## config.mk

```make
export PLATFORM = sky130hd
export DESIGN_NAME = nokia_ctrl
export DESIGN_NICKNAME = d
export VERILOG_FILES = /design/src/rtl/nokia_ctrl.sv
export SDC_FILE = /design/constraint.sdc
export NUM_CORES = 1
export LEC_CHECK = 0
export BUFFER_PORTS_ARGS = -buffer_cell sky130_fd_sc_hd__buf_2
export CAP_MARGIN = 5
export CORE_ASPECT_RATIO = 0.8
export CORE_MARGIN = 2
export CORE_UTILIZATION = 36
export DETAILED_ROUTE_END_ITERATION = 6
export GPL_TIMING_DRIVEN = 0
export PLACE_DENSITY = 0.64
export SYNTH_ARGS = -nofsm -noshare
export SYNTH_HDL_FRONTEND = slang
export SYNTH_SLANG_ARGS = --single-unit
```

## constraint.sdc

```tcl
create_clock -name clk -period 5.11 [get_ports clk]
set_input_delay 0.2555 -clock clk [delete_from_list [all_inputs] [get_ports clk]]
set_output_delay 0.2555 -clock clk [all_outputs]
set_load 0.01 [all_outputs]
```

## src/rtl/nokia_ctrl.sv

```systemverilog
`timescale 1ns/1ps
// Nokia 5110 (PCD8544) controller: panel reset, init command sequence, then full-frame pushes.
// Latency: one byte per SPI handshake (LOAD, START, WAIT_HI, WAIT_LO) plus one FETCH cycle per data byte.
// Backpressure: spi_start is held off while spi_busy=1; each byte waits for busy to rise and then fall.
module nokia_ctrl #(
  parameter int RST_CYCLES = 1000,
  parameter int FB_BYTES   = 504
) (
  input  logic       clk,
  input  logic       reset,
  input  logic       refresh,
  input  logic [6:0] contrast,
  output logic       spi_start,
  output logic [7:0] spi_data,
  output logic       spi_command,
  input  logic       spi_busy,
  output logic       lcd_rst_n,
  output logic [8:0] fb_addr,
  input  logic [7:0] fb_data,
  output logic       ready,
  output logic       frame_done
);

  localparam int RCW = (RST_CYCLES > 1) ? $clog2(RST_CYCLES + 1) : 1;
  localparam logic [RCW-1:0] RST_LAST = RCW'(RST_CYCLES - 1);
  localparam logic [8:0]     FB_LAST  = 9'(FB_BYTES - 1);

  localparam logic [3:0] RST_HOLD = 4'd0;
  localparam logic [3:0] INIT     = 4'd1;
  localparam logic [3:0] IDLE     = 4'd2;
  localparam logic [3:0] HDR      = 4'd3;
  localparam logic [3:0] FETCH    = 4'd4;
  localparam logic [3:0] LOAD     = 4'd5;
  localparam logic [3:0] START    = 4'd6;
  localparam logic [3:0] WAIT_HI  = 4'd7;
  localparam logic [3:0] WAIT_LO  = 4'd8;

  // Which sequencing state owns the byte currently in the SPI handshake.
  localparam logic [1:0] SRC_INIT = 2'd0;
  localparam logic [1:0] SRC_HDR  = 2'd1;
  localparam logic [1:0] SRC_DATA = 2'd2;

  logic [3:0]     state;
  logic [1:0]     src;
  logic [2:0]     seq_idx;
  logic [RCW-1:0] rst_cnt;
  logic           pending;
  logic [6:0]     contrast_q;
  logic [7:0]     init_byte;
  logic [7:0]     hdr_byte;

  // Init command table: extended set, Vop, temp coeff, bias, basic set, normal display.
  always_comb begin
    init_byte = 8'h0C;
    case (seq_idx)
      3'd0:    init_byte = 8'h21;
      3'd1:    init_byte = {1'b1, contrast_q};
      3'd2:    init_byte = 8'h04;
      3'd3:    init_byte = 8'h14;
      3'd4:    init_byte = 8'h20;
      default: init_byte = 8'h0C;
    endcase
  end

  // Frame header: set Y=0 then X=0.
  assign hdr_byte = seq_idx[0] ? 8'h80 : 8'h40;

  // Start is gated by busy so a new byte can never be launched over a running one.
  assign spi_start = (state == START) && !spi_busy;
  assign ready     = (state == IDLE);

  // Main sequencer: panel reset hold, init bytes, header bytes, framebuffer bytes.
  always_ff @(posedge clk or negedge reset) begin
    if (!reset) begin
      state       <= RST_HOLD;
      src         <= SRC_INIT;
      seq_idx     <= 3'd0;
      rst_cnt     <= '0;
      pending     <= 1'b0;
      contrast_q  <= 7'd0;
      spi_data    <= 8'h00;
      spi_command <= 1'b0;
      lcd_rst_n   <= 1'b0;
      fb_addr     <= 9'd0;
      frame_done  <= 1'b0;
    end else begin
      frame_done <= 1'b0;
      // Refresh requests accumulate into one flag; frame start overrides below.
      pending    <= pending | refresh;
      case (state)
        RST_HOLD: begin
          if (rst_cnt == RST_LAST) begin
            lcd_rst_n  <= 1'b1;
            contrast_q <= contrast;
            seq_idx    <= 3'd0;
            state      <= INIT;
          end else begin
            rst_cnt <= rst_cnt + 1'b1;
          end
        end
        INIT: begin
          if (seq_idx == 3'd6) begin
            state <= IDLE;
          end else begin
            src   <= SRC_INIT;
            state <= LOAD;
          end
        end
        IDLE: begin
          if (pending) begin
            pending <= 1'b0;
            seq_idx <= 3'd0;
            state   <= HDR;
          end
        end
        HDR: begin
          if (seq_idx == 3'd2) begin
            fb_addr <= 9'd0;
            state   <= FETCH;
          end else begin
            src   <= SRC_HDR;
            state <= LOAD;
          end
        end
        FETCH: begin
          src   <= SRC_DATA;
          state <= LOAD;
        end
        LOAD: begin
          case (src)
            SRC_INIT: begin
              spi_data    <= init_byte;
              spi_command <= 1'b0;
            end
            SRC_HDR: begin
              spi_data    <= hdr_byte;
              spi_command <= 1'b0;
            end
            default: begin
              spi_data    <= fb_data;
              spi_command <= 1'b1;
            end
          endcase
          state <= START;
        end
        START: begin
          if (!spi_busy) state <= WAIT_HI;
        end
        WAIT_HI: begin
          if (spi_busy) state <= WAIT_LO;
        end
        WAIT_LO: begin
          if (!spi_busy) begin
            case (src)
              SRC_INIT: begin
                seq_idx <= seq_idx + 3'd1;
                state   <= INIT;
              end
              SRC_HDR: begin
                seq_idx <= seq_idx + 3'd1;
                state   <= HDR;
              end
              default: begin
                if (fb_addr == FB_LAST) begin
                  frame_done <= 1'b1;
                  if (pending || refresh) begin
                    pending <= 1'b0;
                    seq_idx <= 3'd0;
                    state   <= HDR;
                  end else begin
                    state <= IDLE;
                  end
                end else begin
                  fb_addr <= fb_addr + 9'd1;
                  state   <= FETCH;
                end
              end
            endcase
          end
        end
        default: state <= RST_HOLD;
      endcase
    end
  end

endmodule

```

==> results of run 1 <==
## critical path: stages, from the launching register on
cell and delay (ns):
dfrtp_1 0.46, inv_1 0.11, ha_1 0.32, and4b_1 0.29, buf_6 0.16, o2111ai_4 0.16, or3_1 0.34, a21oi_1 0.14
## cell usage after synthesis, types with 4 or more instances
cell,n,area share (%)
a21o_1,4,1.2
a21oi_1,23,4.4
clkbuf_1,9,1.3
dfrtp_1,47,45
ha_1,7,3.4
inv_1,10,1.4
mux2_2,11,4.8
nand2_1,15,2.2
nand3_1,9,1.7
nand4_1,5,1.2
nor2_1,25,3.6
nor3_1,9,1.7
o21ai_0,12,2.3
xnor2_1,8,2.7
xor2_1,7,2.4
## report_power, final
group,switching (mW),internal [mW],total [mW],leakage [nW]
Sequential,0.0641,0.460,0.524,0.592
Clock,0.128,0.0953,0.224,0.0402
Combinational,0.339,0.247,0.586,0.692
Total,0.532,0.802,1.33,1.32
## sequential cells by signal, indices dropped and copies added, names as in the netlist
name and count:
frame_done 1, pending 1, fb_addr 9, spi_command 1
seq_idx 3, spi_data 8, lcd_rst_n 1, state 4
contrast_q 7, src 2, rst_cnt 10
## layout make-up
cell class                      count  area (µm²)
Sequential cell                    47        1180
Inverter                           10        37.5
Clock inverter                      3        20.0
Timing Repair Buffer               39         195
Fill cell                         682        3940
Clock buffer                        5        68.8
Buffer                             16        78.8
Multi-Input combinational cell    192        1300
Tap cell                           87         109
## worst max path at each step
stage | to | start | cells after the start
2_1_floorplan | fb_addr[6] | seq_idx[0] | 7
3_3_place_gp | fb_addr[8] | seq_idx[0] | 7
3_5_place_dp | contrast_q[2] | state[0] | 4
4_1_cts | contrast_q[2] | state[0] | 4
5_1_grt | fb_addr[8] | seq_idx[0] | 7
6_report | fb_addr[8] | seq_idx[0] | 7
## metrics by stage
step / power, mW / hold slack, ns
finish: 1.33 / 0.129
global route: 1.44 / 0.170
CTS: 1.34 / 0.172
detailed placement: 1.11 / 0.448
global placement: 1.10 / 0.446
floorplan: 0.950 / -0.0401
## logic make-up (layout without fill, tap and decap cells)
family | after synthesis | in the layout | synth area share [%]
AND/OR/NAND/NOR | 91 | 91 | 19.2
flip-flops | 47 | 47 | 45.3
XOR/XNOR | 15 | 15 | 5.07
AO/OA/AOI/OAI | 66 | 66 | 17.0
buffers and inverters | 26 | 73 | 4.49
multiplexers | 13 | 13 | 5.55
adder cells (fa/ha/maj) | 7 | 7 | 3.38
## routing by layer
| metal | global-route usage (%) | share of wire, % | up-vias |
|---|---|---|---|
| met1 | 19.9 | 49 | 997 |
| li1 | - | - | 1039 |
| met3 | 3.85 | 5.1 | 11 |
| met5 | 0 | 0 | - |
| met4 | 5.21 | 1.4 | 0 |
| met2 | 22.4 | 44 | 61 |
==> qor.yml, run 1 <==
holdBufCountCts: 0
avgSynthCellArea_um2: 9.79
grt_pass1_wl_um: 9280
status: "finished, final reports clean"
layout-drive-gt1-share_pct: 22.4
core_um2: 6930
die-area_um2: 7900
num-nets-final: 337
skew_ns: 0.00937
root_buffer: "clkbuf_8"
synth_ff_type: "dfrtp_1"
final_antenna_net_count: 0
h-tree-depth: 2
final_core_util_pct: 43.1
max_freq_ghz: 0.487
dp_hpwl_um: 4080
synthCells: 265
wl_per_cell_um: 14.0
initial_core_util_pct: 37.5
cp-start-kind: "register"
r2r-start: "seq_idx[0]"
stdcell_count: 399
drc: 0
most-common-layout-cells: "dfrtp_1, buf_2, nor2_1, a21oi_1, nand2_1"
hold_class: "in -> async"
rows: 27
clk_pin_slew_worst_paths_ns: 0.09
ios: 41
ys_types: 54
synth_seq_cells: 47
postCtsSetupBuffers: 0
crit_type: "reg -> reg"
slew_headroom_pct: 30.8
clkLatencyLatePin_ns: 0.30
wl_um: 5600
rsz0062_at_grt: "false"
tightest_slew_ns: 1.04
place_congestion: 0.828
required_ns: 5.34
synth.cell_area_um2: 2590
grt_max_degree: 48
grtUsageTotal_pct: 14.6
seq_area_frac_synth_pct: 45.3
placed_cells: 391
post_cts_resized: 0
p_leak_nw: 1.32
period_needed_ns: 2.05
cts_tree: "built"
r2r_setup_slack_ns: 3.06
drv_slew: 0
antenna_found_initial: 0
overflow: 0
worstPathArrival_ns: 2.28
die_h_um: 79.9
cts.sinks: 47
mostFrequentLayoutCell: "dfrtp_1"
synthArstFlopShare_pct: 100
initialDrtViolationCount: 91
worst_slack_ns: 3.06
vias: 2108
dp_slack_ns: 3.08
cellPowerDensity_nw_per_um2: 447
r2r-end: "fb_addr[8]"
setup_viol: 0
area_growth_pct: 15.1
antennaDiodeCount: 0
cts_made_buffers: 5
max_cap_viol_count: 0
setup_tns_ns: 0
r2r_cells: 7
synth-edff-count: 0
ir_worst_vdd_uv: 135
finalHoldViolations: 0
finalCritPeriodShare_pct: 40.2
viasPerCell: 5.28
cp-end-kind: "register"
io_buffers: 39
yosys_warnings: 0
drtPass1Iterations: 5
grt_pass1_vias: 2004
die_w_um: 98.9
fin_area_um2: 2990
clk_path_buf_depth: 2
synth.net_count: 291
place_area_um2: 2900
critPathMaxFanout: 10
No activity file was read; power rests on OpenSTA's default activity.
==> inputs of run 2 (changes only) <==
Clock period 5.11 ns to 1.94 ns, I/O delays scaled along.
==> qor.yml, run 2 (synthesized netlist as in run 1, its figures left out) <==
status: "finished with violations"
violations: "negative hold slack"
grt_max_degree: 48
overflow: 0
p_leak_nw: 1.41
period_needed_ns: 1.86
cp-start-kind: "register"
finalHoldViolations: 44
rsz0062_at_grt: "true"
whs_ns: -0.0206
die_h_um: 79.9
p_seq_share_pct: 37.9
grt_pass1_wl_um: 9330
drtPass1Iterations: 4
root_buffer: "clkbuf_8"
initialDrtViolationCount: 109
grt_use_met1_pct: 20.0
initial_core_util_pct: 37.5
mostFrequentLayoutCell: "dfrtp_1"
r2r-end: "fb_addr[8]"
io_buffers: 39
most-common-layout-cells: "dfrtp_1, buf_2, nor2_1, a21oi_1, buf_4"
wl_per_cell_um: 14.1
combPwrFrac_pct: 45.9
largestRegisters: "rst_cnt (10), fb_addr (9), spi_data (8)"
clkLatencyLatePin_ns: 0.30
hold_class: "in -> async"
clk_path_buf_depth: 2
crit_path_end: "fb_addr[8]"
p_clk_share_pct: 16.2
area_growth_pct: 21.5
drc: 0
grtUsageTotal_pct: 14.7
tightest_slew_ns: 1.06
ir_worst_vdd_uv: 363
viasPerCell: 5.25
max_freq_ghz: 0.537
max_cap_viol_count: 0
swShare_pct: 39.8
regMostFlops: "rst_cnt"
use_met2_pct: 22.5
h-tree-depth: 2
rows: 27
largest_reg_flops: 10
antenna_found_initial: 0
cts_made_buffers: 5
cp-end-kind: "register"
busiest_layer: "met2"
intPower_mw: 2.20
worstPathArrival_ns: 2.10
die_w_um: 98.9
skew_ns: 0.00841
layout-drive-gt1-share_pct: 29.8
required_ns: 2.18
crit_type: "reg -> reg"
drv_slew: 0
place_congestion: 0.828
p_sw_mw: 1.45
core_um2: 6930
grt_pass1_vias: 2027
cts.sinks: 47
critPathMaxFanout: 7
r2r-start: "state[0]"
cellPowerDensity_nw_per_um2: 1160
final_core_util_pct: 45.5
num-nets-final: 350
die-area_um2: 7900
slew_headroom_pct: 29.4
met3_usage_pct: 3.85
r2r_cells: 7
total_power_mw: 3.65
clk_pin_slew_worst_paths_ns: 0.09
wl_um: 5790
r2r_setup_slack_ns: 0.08
antennaDiodeCount: 0
cts_tree: "built"
finalCritPeriodShare_pct: 96.0
ios: 41
dp_hpwl_um: 4080
num-fill-cells: 665
final_antenna_net_count: 0
vias: 2164
setup_viol: 0
crit_path_start: "state[0]"
run 2: cell count changes in the layout (fill, tap and decap cells not counted), sizes merged:
cell    before  now
clkbuf      14   12
buf         46   61
run 2: metal layers:
| layer | wire [µm] | vias up |
|---|---|---|
| li1 | - | 1069 |
| met1 | 2820 | 1030 |
| met2 | 2620 | 57 |
| met3 | 278 | 8 |
| met4 | 77 | 0 |
| met5 | 0 | - |
run 2: cell type report:
| cell class | instances | area (µm²) | share of cell area, % |
|---|---|---|---|
| Sequential cell | 47 | 1180 | 37.5 |
| Inverter | 10 | 37.5 | 1.19 |
| Buffer | 14 | 75.1 | 2.38 |
| Clock inverter | 3 | 20.0 | 0.635 |
| Clock buffer | 5 | 68.8 | 2.18 |
| Multi-Input combinational cell | 192 | 1350 | 42.9 |
| Tap cell | 87 | 109 | 3.45 |
| Timing Repair Buffer | 54 | 308 | 9.77 |
run 2: through the flow:
step	hold slack [ns]	TNS, ns	setup slack, ns	area (µm²)	instances
finish	-0.0206	0	0.0767	3150	412
global route	0.0110	-0.00543	-0.00543	3150	412
CTS	0.0139	0	0.0205	3010	400
detailed placement	0.338	-0.772	-0.0894	2900	391
global placement	0.329	-0.486	-0.0649	2900	391
floorplan	-0.199	0	0.155	2590	265
run 2: critical path, stage by stage (launching register included):
cell,delay [ns]
dfrtp_1,0.41
buf_6,0.16
nor3b_4,0.19
and4b_1,0.26
buf_6,0.14
o2111ai_4,0.15
or3_1,0.37
a21oi_2,0.14
run 2: what timing repair did:
| action | in CTS | in global routing |
|---|---|---|
| pin swaps | 2 | 3 |
| setup endpoints to repair | 15 | 14 |
| hold buffers | 0 | 0 |
| setup buffers | 2 | 13 |
| resized for setup | 4 | 14 |
run 2: power groups by stage:
stage	Combinational, mW	Sequential, mW	Clock [mW]
final	1.68	1.38	0.591
after global routing	1.86	1.41	0.656
after CTS	1.54	1.38	0.612
after detailed placement	1.53	1.40	0
after global placement	1.50	1.39	0
after floorplan	1.09	1.42	0
run 2: how the worst min path moves through the flow:
stage | start | endpoint | cells past startpoint
after global placement | contrast[3] | contrast_q[3] | 2
final | reset | spi_data[1] | 1
after detailed placement | contrast[4] | contrast_q[4] | 2
after global routing | contrast[5] | contrast_q[5] | 2
after CTS | contrast[3] | contrast_q[3] | 2
after floorplan | reset | contrast_q[0] | 0
